File: src/rtl/mux_pkg.sv
// Shared definitions for the round-robin stream multiplexer.
//   mode_e      : arbitration mode encoding (00 select, 01 priority, 1x round-robin)
//   min_swidth  : smallest channel-index width able to address num_ch channels
package mux_pkg;

  typedef enum logic [1:0] {
    MODE_SEL    = 2'b00,
    MODE_PRIO   = 2'b01,
    MODE_RR     = 2'b10,
    MODE_RR_ALT = 2'b11
  } mode_e;

  function automatic int unsigned min_swidth(input int unsigned n);
    return (n <= 2) ? 1 : $clog2(n);
  endfunction

endpackage

File: src/rtl/rr_arbiter.sv
// Combinational channel arbiter.
//   req       : per-channel request (in_valid)
//   ptr       : round-robin start channel
//   mode      : mode_e encoding
//   sel       : channel index used in select mode
//   grant     : one-hot grant (zero when nothing granted)
//   grant_idx : index of the granted channel (0 when nothing granted)
//   any_grant : a channel is granted
module rr_arbiter
  import mux_pkg::*;
#(
  parameter int unsigned num_ch = 16,
  parameter int unsigned swidth = 4
) (
  input  logic [num_ch-1:0] req,
  input  logic [swidth-1:0] ptr,
  input  logic [1:0]        mode,
  input  logic [swidth-1:0] sel,
  output logic [num_ch-1:0] grant,
  output logic [swidth-1:0] grant_idx,
  output logic              any_grant
);

  logic [2*num_ch-1:0] req_dbl;
  logic [num_ch-1:0]   req_rot;

  // Rotating a doubled copy right by ptr puts channel ptr at bit 0, so the
  // round-robin search becomes a lowest-set-bit search on req_rot.
  assign req_dbl = {req, req} >> ptr;
  assign req_rot = req_dbl[num_ch-1:0];

  function automatic logic [swidth-1:0] wrap_idx(input int unsigned base,
                                                 input int unsigned off);
    int unsigned s;
    s = base + off;
    if (s >= num_ch) s = s - num_ch;
    return swidth'(s);
  endfunction

  always_comb begin
    grant_idx = '0;
    any_grant = 1'b0;
    case (mode_e'(mode))
      MODE_SEL: begin
        // Only indices below num_ch are compared, so an out-of-range sel never grants.
        for (int unsigned k = 0; k < num_ch; k++) begin
          if (sel == swidth'(k) && req[k]) begin
            grant_idx = swidth'(k);
            any_grant = 1'b1;
          end
        end
      end
      MODE_PRIO: begin
        // Descending scan: the last hit, i.e. the lowest index, wins.
        for (int unsigned k = num_ch; k > 0; k--) begin
          if (req[k-1]) begin
            grant_idx = swidth'(k - 1);
            any_grant = 1'b1;
          end
        end
      end
      default: begin
        for (int unsigned k = num_ch; k > 0; k--) begin
          if (req_rot[k-1]) begin
            grant_idx = wrap_idx(32'(ptr), k - 1);
            any_grant = 1'b1;
          end
        end
      end
    endcase
  end

  assign grant = any_grant ? (num_ch'(1) << grant_idx) : '0;

endmodule

File: src/rtl/mux_rr_stream.sv
// N-channel valid/ready stream multiplexer with a registered output stage.
//   clk, rst_n          : clock, synchronous active-low reset
//   in_data             : flattened channel data, channel k at [k*width +: width]
//   in_valid / in_ready : per-channel handshake (at most one ready high)
//   mode, sel           : arbitration mode and direct-select channel
//   out_data / out_ch   : held beat and the channel that supplied it
//   out_valid/out_ready : output handshake
module mux_rr_stream
  import mux_pkg::*;
#(
  parameter int unsigned width  = 4,
  parameter int unsigned num_ch = 16,
  parameter int unsigned swidth = 4
) (
  input  logic                    clk,
  input  logic                    rst_n,
  input  logic [num_ch*width-1:0] in_data,
  input  logic [num_ch-1:0]       in_valid,
  output logic [num_ch-1:0]       in_ready,
  input  logic [1:0]              mode,
  input  logic [swidth-1:0]       sel,
  output logic [width-1:0]        out_data,
  output logic [swidth-1:0]       out_ch,
  output logic                    out_valid,
  input  logic                    out_ready
);

  if (swidth < min_swidth(num_ch)) begin : g_bad_swidth
    $error("swidth too small for num_ch");
  end

  logic [width-1:0]  out_data_q, out_data_d;
  logic [swidth-1:0] out_ch_q, out_ch_d;
  logic              out_valid_q, out_valid_d;
  logic [swidth-1:0] rr_ptr_q, rr_ptr_d;

  logic [num_ch-1:0] grant;
  logic [swidth-1:0] grant_idx;
  logic              any_grant;
  logic              load_en;
  logic              xfer;
  logic [width-1:0]  grant_data;

  rr_arbiter #(
    .num_ch (num_ch),
    .swidth (swidth)
  ) u_arb (
    .req       (in_valid),
    .ptr       (rr_ptr_q),
    .mode      (mode),
    .sel       (sel),
    .grant     (grant),
    .grant_idx (grant_idx),
    .any_grant (any_grant)
  );

  assign load_en  = !out_valid_q || out_ready;
  assign xfer     = any_grant && load_en;
  assign in_ready = (rst_n && load_en) ? grant : '0;

  always_comb begin
    grant_data = '0;
    for (int unsigned k = 0; k < num_ch; k++) begin
      if (grant[k]) grant_data = grant_data | in_data[k*width +: width];
    end
  end

  always_comb begin
    out_valid_d = out_valid_q;
    out_data_d  = out_data_q;
    out_ch_d    = out_ch_q;
    rr_ptr_d    = rr_ptr_q;
    if (xfer) begin
      out_valid_d = 1'b1;
      out_data_d  = grant_data;
      out_ch_d    = grant_idx;
      rr_ptr_d    = (grant_idx == swidth'(num_ch - 1)) ? '0 : grant_idx + 1'b1;
    end else if (out_ready) begin
      out_valid_d = 1'b0;
    end
  end

  always_ff @(posedge clk) begin
    if (!rst_n) begin
      out_valid_q <= 1'b0;
      out_data_q  <= '0;
      out_ch_q    <= '0;
      rr_ptr_q    <= '0;
    end else begin
      out_valid_q <= out_valid_d;
      out_data_q  <= out_data_d;
      out_ch_q    <= out_ch_d;
      rr_ptr_q    <= rr_ptr_d;
    end
  end

  assign out_data  = out_data_q;
  assign out_ch    = out_ch_q;
  assign out_valid = out_valid_q;

endmodule

File: config.mk
export PLATFORM = sky130hd
export DESIGN_NAME = mux_rr_stream
export DESIGN_NICKNAME = d
export VERILOG_FILES = /design/src/rtl/mux_pkg.sv /design/src/rtl/rr_arbiter.sv /design/src/rtl/mux_rr_stream.sv
export SDC_FILE = /design/constraint.sdc
export NUM_CORES = 1
export LEC_CHECK = 0
export BUFFER_PORTS_ARGS = -buffer_cell sky130_fd_sc_hd__buf_4
export CORE_MARGIN = 8
export CORE_UTILIZATION = 25
export CTS_CLUSTER_SIZE = 25
export DETAILED_ROUTE_END_ITERATION = 8
export PLACE_DENSITY = 0.41
export RECOVER_POWER = 50
export SLEW_MARGIN = 20
export SYNTH_ARGS = -nofsm -noshare
export SYNTH_HDL_FRONTEND = slang
export SYNTH_SLANG_ARGS = --single-unit
File: constraint.sdc
create_clock -name clk -period 8.5 [get_ports clk]
set_clock_uncertainty 0.1 [all_clocks]
set_input_delay 1.275 -clock clk [delete_from_list [all_inputs] [get_ports clk]]
set_output_delay 1.275 -clock clk [all_outputs]
set_load 0.005 [all_outputs]
-- Yosys cells after proc, flatten, opt, wreduce, memory -nomap -nowiden
Cells that the tools add are included.
- word-level logic and storage cells: 243
- output and inout bits: 25
- flip-flop bits (word level): 13
- reductions and logical operators: 23
- $lt $le $gt $ge: 16
- bitwise logic cells: 15
- equal/unequal tests: 17
- shift-type cells: 2
- muxes and demuxes: 134
- add/subtract/negate cells: 32
- operators by type and width (kind ; number):
    4-bit 2-to-1 mux ; 73
    5-bit greater-or-equal comparator (second input constant) ; 15
    4-bit by 1-bit subtractor with 4-bit output (second input constant) ; 16
    4-bit bitwise OR ; 15
    1-bit 2-to-1 mux ; 51
    4-bit by 4-bit adder with 5-bit output (second input constant) ; 8
    4-bit equality test (second input constant) ; 9
    16-bit 2-to-1 mux ; 2
    32-bit by 4-bit >> shifter with 16-bit output ; 1
    4-bit by 3-bit adder with 5-bit output (second input constant) ; 4
    1-bit logical AND ; 18
    4-bit by 3-bit equality test with 1-bit output (second input constant) ; 4
    1-bit by 4-bit << shifter with 16-bit output (first input constant) ; 1
    3-bit 2-to-1 mux ; 4
    4-bit by 2-bit adder with 5-bit output (second input constant) ; 2
    4-bit by 2-bit equality test with 1-bit output (second input constant) ; 2
    4-bit case mux with 2 select lines ; 1
    4-bit by 1-bit adder with 5-bit output (second input constant) ; 1
    4-bit by 5-bit greater-or-equal comparator with 1-bit output (second input constant) ; 1
    4-bit by 1-bit adder with 4-bit output (second input constant) ; 1
    4-bit by 1-bit equality test with 1-bit output (second input constant) ; 1
    4-bit zero test ; 1
    2-bit 2-to-1 mux ; 2
    2-bit by 1-bit equality test with 1-bit output (second input constant) ; 1
    other kinds (5) ; 5

-- Depth between registers and ports, before layout
Gate-level depths: netlist of run 1.
- word-level depth: 53
- mapped depth: 21
- depth with buffers taken out: 16

-- Hierarchy
From an unflattened synthesis of run 1, not the netlist that was laid out.
- cell total of the unflattened synthesis: 558
- area, all modules: 4536.9 sq um
- modules (own cells, without submodules) (module ; area an instance (sq um) ; cells each ; times used):
    rr_arbiter ; 3570.9 ; 444 ; 1
    mux_rr_stream ; 965.9 ; 114 ; 1

-- Worst setup path before layout of run 1
Ideal clock, no wire load.
- kind: input-to-output
- start: in in_valid[13]
- end: out in_ready[10]
- setup slack: 2532 ps
- data arrival time: 4593 ps
- path buffers: 3
- stages: 15
- cell sequence: clkbuf_1 mux4_2 mux2_2 nor2_1 or2_2 or3b_2 a31oi_1 nor3_1 o32a_1 inv_1 ha_1 clkbuf_1 clkbuf_1 nand2_1 nor2_1
- word-level cells in the longest chain between the ends: 21
- elaborated cells on any way between the ends: 73
- RTL lines (what ; line ; source):
    start: declaration ; mux_rr_stream.sv:18 ; input logic [num_ch-1:0] in_valid,
    32-bit by 4-bit >> shifter with 16-bit output ; rr_arbiter.sv:29 ; assign req_dbl = {req, req} >> ptr;
    4-bit 2-to-1 mux (16 in a row) ; rr_arbiter.sv:64 ; if (req_rot[k-1]) begin
    4-bit case mux with 2 select lines * ; rr_arbiter.sv:43 ; case (mode_e'(mode))
    net grant_idx[0] ; mux_rr_stream.sv:38 ; logic [swidth-1:0] grant_idx;
    1-bit by 4-bit << shifter with 16-bit output * ; rr_arbiter.sv:73 ; assign grant = any_grant ? (num_ch'(1) << grant_idx) : '0;
    16-bit 2-to-1 mux * ; rr_arbiter.sv:73 ;
    16-bit 2-to-1 mux * ; mux_rr_stream.sv:59 ; assign in_ready = (rst_n && load_en) ? grant : '0;
    end: declaration ; mux_rr_stream.sv:19 ; output logic [num_ch-1:0] in_ready,
Mark *: on every way through the listed nets, which the timed path passes. The rest lies on a longest branch.

-- Worst setup path after layout of run 1
- start: in in_valid[4]
- end: out in_ready[6]
Same word-level chain as after synthesis.

==> run_results.csv, run 1 <==
group,metric,value,unit
die,boundaryPins,114,
placed_design,gp_routability_congestion,0.925,
setup_path,critical_path_required,7.12,ns
routing,drt_iter0_drc,412,
global_routing,grt_pass1_vias,5005,
sta,tns,0,ns
sta,clock.fmax,0.144,GHz
setup_path,critPathKind,"primary input to output port",
setup_path,crit_start,"in_valid[4]",
finish,diodes,0,
power_and_ir_drop,p_leak,0.00204,uW
sta,slew_viol_final,0,
synth,synth.net_count,653,
finish,drive_gt1_share,28.8,%
sta,rsz0062_at_grt,"false",
sta,slew_headroom,38.1,%
sta,finalHoldViolCount,0,
clocking,cts.sinks,13,
setup_path,cp_max_fo,16,
power_and_ir_drop,powerDensity,321,nW/um^2
setup_path,crit_family,"simple AND/OR/NAND/NOR gates",
status,outcome,"finished clean",
setup_path,r2r-start,"rr_ptr_q[2]",
setup_path,cp-start-kind,"primary input",
synth,postSynthCellCount,551,
setup_path,worstPathArrival,5.58,ns
clocking,clockRootBuffer,"clkbuf_16",
synth,synth_edf_count,0,
clocking,cts_tree,"yes",
die,core_region_area,16300,um^2
clocking,cts_resized,0,
placed_design,portBuffers,113,
sta,fin_crit,6.96,ns
finish,fin_util,31.3,%
routing,routed_via_density,5.75,
sta,worst_pin_slew,0.926,ns
setup_path,cp_num_buf_inv,3,
clocking,cts_made_buffers,3,
global_routing,grt_pass1_wl,27800,um
power_and_ir_drop,max-vdd-ir-drop,0.0000751,V
clocking,hold_buffers,0,
synth,synth.distinct_cells,72,
clocking,htree_levels,1,
synth,synth_area_per_cell,7.49,um^2
job,cap_violations,0,
setup_path,slowest_stage,"mux2i_1",
finish,multi_input_area,3550,um^2
die,die_w,144,um
synth,ys_ff_latch,13,
synth,netlist_area,4130,um^2
die,dieArea,20900,um^2
sta,min_period_over_period,81.8,%
min_path,worst_hold_path_type,"flop to flop",
finish,final_cell_mix,"109 x buf_4, 53 x nand2_1, 44 x nor2_1, 33 x o21ai_0, 32 x a21oi_1",
routing,ant_nets,0,
synth,synthFlopType,"dfxtp_1",
clocking,max-clock-path-buffers,2,
clocking,clkTransAtPathRegs,0.05,ns
routing,wirelength,17900,um
routing,drc,0,
global_routing,grt_max_degree,45,
clocking,post_cts.repair.setup_buffers,0,
die,start_util,25.2,%
global_routing,track_usage,16.7,%
finish,fin_nets,729,
finish,regArea,262,um^2
setup_path,endpoint_kind,"output port",
setup_path,path_common_cell,"nand2_1",
sta,setup_viol,0,
routing,vias,4862,
global_routing,antenna_found_initial,0,
placed_design,dpl.hpwl,13800,um
synth,yosys_warnings,0,
synth,async_reset_ff_share,0,%
power_and_ir_drop,total_power,1640,uW
synth,yosysSeqAreaShare,6.30,%
setup_path,ff2ff_setup_slack,2.89,ns
global_routing,gr-total-overflow,0,
die,fp-row-count,47,
clocking,clkLatencyLatePin,0.24,ns
die,die_y,144,um
routing,wl_per_cell,21.2,um
finish,final_common_cell,"buf_4",
finish,area_delta_synth_final,24.1,%
setup_path,cpPeakStageDelay,0.66,ns
routing,drt-pass1-iter-count,5,
setup_path,path_cells,"clkbuf_1, mux4_2, mux2i_1, or2_2, nand2_1, or3b_2, a31oi_1, nor3_1, o32a_1, inv_1, ha_1, nand2_1, nor2_1, buf_4",
finish,num-fill-cells,1837,
min_path,holdCritStartpoint,"out_ch[1]",
logic make-up (layout without fill, tap and decap cells):
group                    Yosys count  in the layout  share of synthesized area [%]
buffers and inverters             69            144                           7.79
AND/OR/NAND/NOR                  177            177                           20.2
XOR/XNOR                           7              7                           1.49
multiplexers                      77             77                           26.5
AO/OA/AOI/OAI                    195            195                           33.8
flip-flops                        13             13                           6.30
adder cells (fa/ha/maj)           13             13                           3.94
layer usage:
layer | track usage, % | vias up | wire length, um | part of all wire [%]
li1 | - | 2268 | - | -
met1 | 23.2 | 2360 | 8500 | 47
met2 | 26.6 | 209 | 8110 | 45
met3 | 2.21 | 25 | 974 | 5.4
met4 | 3.72 | 0 | 320 | 1.8
met5 | 0 | - | 0 | 0
worst min-delay path, stage by stage (launching register included):
cell,delay (ns)
dfxtp_1,0.31
nand2_1,0.05
a21boi_0,0.06
power by group:
group	total [uW]	leakage [uW]	switching, uW	internal (uW)
combinational	1450	0.00189	902	550
clock	89.9	0.0000382	26.5	63.3
sequential	103	0.000108	20.7	82.3
per-stage QoR:
| stage | setup WS (ns) | hold slack [ns] | instance area [um^2] | instances |
|---|---|---|---|---|
| after floorplan | 2.53 | 0.360 | 4130 | 551 |
| after global placement | 1.75 | 0.361 | 5050 | 842 |
| after detailed placement | 1.73 | 0.371 | 5050 | 842 |
| after CTS | 1.64 | 0.378 | 5130 | 846 |
| after global routing | 1.40 | 0.401 | 5120 | 846 |
| final | 1.54 | 0.370 | 5120 | 846 |
registers in the layout, indices dropped and copies added (netlist names):
register,cells
out_ch,4
out_data,4
out_valid,1
rr_ptr_q,4
area by class of cell:
class / count / area share (%)
tap: 220 / 5.37
timing repair buffer: 119 / 17.2
inverter: 21 / 1.54
clock buffer: 4 / 1.54
sequential: 13 / 5.11
multi-input combinational: 469 / 69.2
synth_stat cells, types with 10 or more instances:
cell type  count  area share, %
nand2_1       53            4.8
nor2_1        44            4.0
o21ai_0       33            4.0
a21oi_1       32            3.9
clkbuf_1      28            2.5
mux2i_1       28            6.8
mux2_2        24            6.5
nand3_1       22            2.7
inv_1         19            1.7
mux4_2        17            9.3
a31oi_1       15            2.3
a22oi_1       14            2.5
dfxtp_1       13            6.3
ha_1          13            3.9
a21boi_0      11            2.0
o22ai_1       11            1.7
nor3_1        10            1.2
final timing paths:
| check | end | cells after the start |
|---|---|---|
| max | in_ready[6] | 14 |
| min | out_ch[1] | 2 |
| max reg2reg | out_data[3] | 16 |
| min reg2reg | out_ch[1] | 2 |
Note: power is estimated with default switching activity, not from simulation.
==> run 2, diff against run 1 <==
--- a/config.mk
+++ b/config.mk
@@ -10,7 +10,7 @@
 export CORE_UTILIZATION = 25
 export CTS_CLUSTER_SIZE = 25
 export DETAILED_ROUTE_END_ITERATION = 8
-export PLACE_DENSITY = 0.41
+export PLACE_DENSITY = 0.43
 export RECOVER_POWER = 50
 export SLEW_MARGIN = 20
 export SYNTH_ARGS = -nofsm -noshare
==> constraint.sdc (replaced) <==
create_clock -name clk -period 6.26 [get_ports clk]
set_clock_uncertainty 0.1 [all_clocks]
set_input_delay 0.939 -clock clk [delete_from_list [all_inputs] [get_ports clk]]
set_output_delay 0.939 -clock clk [all_outputs]
set_load 0.005 [all_outputs]
==> run 2 against run 1 <==
Net effect: via count grew 1.9%; final area grew 1.6%; count of clock-buffer cells in the layout is the same; setup slack lost 1.1 ns.
==> run_results.csv, run 2 (synthesis gave the netlist of run 1 again) <==
group,metric,value,unit
finish,area_delta_synth_final,26.1,%
sta,fin_crit,5.78,ns
power_and_ir_drop,p_comb_share,88.4,%
setup_path,critPathKind,"primary input to output port",
power_and_ir_drop,power_switching,1290,uW
finish,fin_nets,740,
die,dieArea,20900,um^2
placed_design,portBuffers,113,
power_and_ir_drop,internal-power,987,uW
die,fp-row-count,47,
die,start_util,25.2,%
finish,final_common_cell,"buf_4",
clocking,cts_resized,0,
clocking,clkTransAtPathRegs,0.04,ns
routing,drc,0,
power_and_ir_drop,max-vdd-ir-drop,0.000120,V
routing,routed_via_density,5.78,
global_routing,gr-total-overflow,0,
setup_path,cp-start-kind,"primary input",
sta,setup_viol,0,
global_routing,track_usage,16.9,%
routing,wirelength,17700,um
finish,drive_gt1_share,29.8,%
setup_path,endpoint_kind,"output port",
placed_design,placed_cells_incl_taps,853,
status,outcome,"finished clean",
die,boundaryPins,114,
placed_design,gp_routability_congestion,0.903,
min_path,worst_hold_path_type,"flop to flop",
die,die_y,144,um
clocking,hold_buffers,0,
routing,drt_iter0_drc,470,
sta,tns,0,ns
clocking,cts.sinks,13,
power_and_ir_drop,p_leak,0.00209,uW
clocking,clkLatencyLatePin,0.24,ns
global_routing,grt_pass1_vias,5053,
finish,fin_area,5200,um^2
clocking,post_cts.repair.setup_buffers,0,
clocking,cts_tree,"yes",
die,die_w,144,um
global_routing,grt_pass1_wl,27900,um
sta,worst_pin_slew,0.876,ns
setup_path,critical_path_required,5.22,ns
global_routing,antenna_found_initial,0,
clocking,cts_made_buffers,3,
power_and_ir_drop,powerDensity,437,nW/um^2
setup_path,worstPathArrival,4.74,ns
sta,slew_headroom,41.5,%
finish,diodes,0,
finish,final_cell_mix,"121 x buf_4, 53 x nand2_1, 44 x nor2_1, 33 x o21ai_0, 32 x a21oi_1",
routing,wl_per_cell,20.7,um
placed_design,dpl.hpwl,14200,um
power_and_ir_drop,p_sw_share,56.6,%
routing,vias,4952,
clocking,clockRootBuffer,"clkbuf_16",
clocking,max-clock-path-buffers,2,
sta,finalHoldViolCount,0,
clocking,htree_levels,1,
sta,slew_viol_final,0,
power_and_ir_drop,clkPwrFrac,5.2,%
sta,clock.fmax,0.173,GHz
routing,ant_nets,0,
job,cap_violations,0,
routing,drt-pass1-iter-count,6,
finish,num-fill-cells,1809,
die,core_region_area,16300,um^2
sta,rsz0062_at_grt,"false",
sta,min_period_over_period,92.4,%
power_and_ir_drop,p_seq_share,6.4,%
global_routing,grt_max_degree,44,
finish,instances_no_fill,857,
setup_path,cp_max_fo,10,
placed_design,place_area,5140,um^2
run 2: layout make-up:
cell class                      count  area (um^2)  share of cell area (%)
Timing Repair Buffer              130          965                    18.5
Clock buffer                        4         78.8                    1.51
Tap cell                          220          275                    5.29
Inverter                           21         78.8                    1.51
Multi-Input combinational cell    469         3550                    68.1
Sequential cell                    13          260                    5.00
run 2: per-layer routing:
layer,up-vias,track usage [%],wire length [um]
met1,2387,23.0,7940
met4,0,4.49,348
li1,2303,-,-
met2,235,27.0,8220
met5,-,0,0
met3,27,2.54,1230
run 2: worst max-delay path: stages:
cell,delay (ns)
buf_4,0.15
mux4_1,0.63
mux2i_1,0.48
mux2i_1,0.38
o2111ai_1,0.22
nand4b_1,0.14
a2111oi_0,0.40
o21ai_0,0.16
o211a_1,0.22
inv_1,0.11
ha_1,0.42
nand2_1,0.18
nor2_1,0.17
buf_4,0.13
run 2: path summary, 6_finish.rpt:
kind,startpoint,end,slack (ns),cells past startpoint
max reg2reg,rr_ptr_q[3],out_data[3],0.90,16
max,in_valid[13],in_ready[5],0.48,14
min,out_ch[2],out_ch[2],0.36,2
min reg2reg,out_ch[2],out_ch[2],0.36,2
run 2: through the flow:
step / setup slack [ns] / util [%] / total power, uW / hold slack (ns)
6_report: 0.477 / 31.8 / 2280 / 0.362
4_1_cts: 0.605 / 31.9 / 2260 / 0.369
2_1_floorplan: 0.964 / - / 1540 / 0.360
3_5_place_dp: 0.580 / 31.4 / 2130 / 0.362
5_1_grt: 0.328 / 31.8 / 2460 / 0.384
3_3_place_gp: 0.569 / 31.4 / 2160 / 0.364
run 2: power groups by stage:
stage / sequential, uW / clock, uW / combinational (uW)
detailed placement: 147 / 0 / 1980
finish: 145 / 119 / 2010
global route: 150 / 128 / 2180
floorplan: 128 / 0 / 1410
CTS: 146 / 122 / 1990
global placement: 147 / 0 / 2010
==> run 3, diff against run 2 <==
--- a/config.mk
+++ b/config.mk
@@ -5,9 +5,11 @@
 export SDC_FILE = /design/constraint.sdc
 export NUM_CORES = 1
 export LEC_CHECK = 0
+export ABC_AREA = 0
 export BUFFER_PORTS_ARGS = -buffer_cell sky130_fd_sc_hd__buf_4
 export CORE_MARGIN = 8
 export CORE_UTILIZATION = 25
+export CTS_BUF_LIST = sky130_fd_sc_hd__clkbuf_8 sky130_fd_sc_hd__clkbuf_16
 export CTS_CLUSTER_SIZE = 25
 export DETAILED_ROUTE_END_ITERATION = 8
 export PLACE_DENSITY = 0.43
==> run 3 against run 2 <==
Net effect: clock power barely moved; highest routed layer unchanged; largest power group unchanged; register-to-register slack barely moved; largest cell class unchanged; final area did not move.
==> run_results.csv, run 3 (synthesis gave the netlist of run 1 again) <==
group,metric,value,unit
status,outcome,"finished clean",
placed_design,gp_routability_congestion,0.903,
routing,routed_via_density,5.78,
clocking,cts.sinks,13,
die,die_w,144,um
sta,fin_crit,5.76,ns
sta,worst_pin_slew,0.876,ns
global_routing,grt_pass1_vias,5053,
clocking,clkLatencyLatePin,0.24,ns
finish,fin_nets,740,
setup_path,cp_max_fo,10,
setup_path,cp-start-kind,"primary input",
sta,whs,0.362,ns
global_routing,track_usage,16.9,%
placed_design,pre_cts_ws,0.580,ns
routing,wl_per_cell,20.7,um
routing,drt_iter0_drc,470,
power_and_ir_drop,internal-power,985,uW
power_and_ir_drop,max-vdd-ir-drop,0.000120,V
setup_path,r2r-start,"rr_ptr_q[3]",
placed_design,dpl.hpwl,14200,um
global_routing,grt_max_degree,44,
power_and_ir_drop,p_leak,0.00210,uW
routing,drc,0,
finish,diodes,0,
sta,min_period_over_period,92.0,%
sta,clock.fmax,0.174,GHz
setup_path,worstPathArrival,4.72,ns
die,core_region_area,16300,um^2
clocking,htree_levels,1,
clocking,clkTransAtPathRegs,0.04,ns
clocking,cts_resized,0,
setup_path,crit_start,"in_valid[13]",
sta,rsz0062_at_grt,"false",
clocking,cts_tree,"yes",
sta,timing.final.ws_setup,0.499,ns
power_and_ir_drop,p_seq_share,6.4,%
sta,tns,0,ns
die,boundaryPins,114,
global_routing,antenna_found_initial,0,
die,die_y,144,um
sta,slew_viol_final,0,
setup_path,critPathKind,"primary input to output port",
die,start_util,25.2,%
setup_path,endpoint_kind,"output port",
setup_path,critical_path_required,5.22,ns
clocking,cts_made_buffers,3,
job,cap_violations,0,
clocking,hold_buffers,0,
die,dieArea,20900,um^2
power_and_ir_drop,power_switching,1290,uW
global_routing,grt_pass1_wl,27900,um
clocking,clockRootBuffer,"clkbuf_16",
global_routing,gr-total-overflow,0,
die,fp-row-count,47,
finish,area_delta_synth_final,26.1,%
power_and_ir_drop,p_comb_share,88.5,%
routing,wirelength,17800,um
power_and_ir_drop,powerDensity,437,nW/um^2
finish,final_common_cell,"buf_4",
placed_design,portBuffers,113,
clocking,max-clock-path-buffers,2,
routing,drt-pass1-iter-count,5,
finish,drive_gt1_share,29.8,%
power_and_ir_drop,p_sw_share,56.7,%
finish,final_cell_mix,"121 x buf_4, 53 x nand2_1, 44 x nor2_1, 33 x o21ai_0, 32 x a21oi_1",
sta,finalHoldViolCount,0,
sta,slew_headroom,41.5,%
routing,ant_nets,0,
min_path,holdCritStartpoint,"out_ch[2]",
sta,setup_viol,0,
power_and_ir_drop,clkPwrFrac,5.2,%
routing,vias,4950,
clocking,post_cts.repair.setup_buffers,0,
min_path,worst_hold_path_type,"flop to flop",
==> run 3: changes by cell type in the layout (fill, tap and decap cells not counted) <==
| cell | delta |
|---|---|
| clkbuf_1 | -1 |
| inv_1 | +1 |
==> run 3: through the flow <==
step / cells / area [um^2] / util [%] / power, uW
after floorplan: 551 / 4130 / - / 1540
after global placement: 853 / 5140 / 31.4 / 2160
after detailed placement: 853 / 5140 / 31.4 / 2130
after CTS: 857 / 5220 / 31.9 / 2260
after global routing: 857 / 5200 / 31.8 / 2450
final: 857 / 5200 / 31.8 / 2280
==> run 3: layer usage <==
| layer | share of wire (%) | global-route usage (%) |
|---|---|---|
| met5 | 0 | 0 |
| met3 | 6.9 | 2.54 |
| met4 | 2.0 | 4.49 |
| met1 | 45 | 23.0 |
| met2 | 46 | 27.0 |
==> run 3: path summary, 6_finish.rpt <==
| check | endpoint | slack [ns] | cells past startpoint |
|---|---|---|---|
| worst max-delay path | in_ready[5] | 0.50 | 14 |
| worst min-delay path | out_ch[2] | 0.36 | 2 |
| worst max register to register | out_data[3] | 0.89 | 16 |
| worst min register to register | out_ch[2] | 0.36 | 2 |
==> run 3: power groups by stage <==
stage / clock (uW) / combinational, uW / sequential, uW
floorplan: 0 / 1410 / 128
global placement: 0 / 2010 / 147
detailed placement: 0 / 1980 / 147
CTS: 121 / 1990 / 146
global route: 126 / 2180 / 150
finish: 117 / 2010 / 145
==> run 3: cell type report <==
cell class	count	area, um^2
clock buffer	3	75.1
clock inverter	1	3.75
fill	1809	11100
inverter	21	78.8
multi-input combinational	469	3550
sequential	13	260
tap	220	275
timing repair buffer	130	965
==> run 3: worst max-delay path, cell delays in order <==
cell,delay [ns]
buf_4,0.15
mux4_1,0.63
mux2i_1,0.46
mux2i_1,0.38
o2111ai_1,0.22
nand4b_1,0.14
a2111oi_0,0.40
o21ai_0,0.16
o211a_1,0.22
inv_1,0.11
ha_1,0.42
nand2_1,0.18
nor2_1,0.17
buf_4,0.13
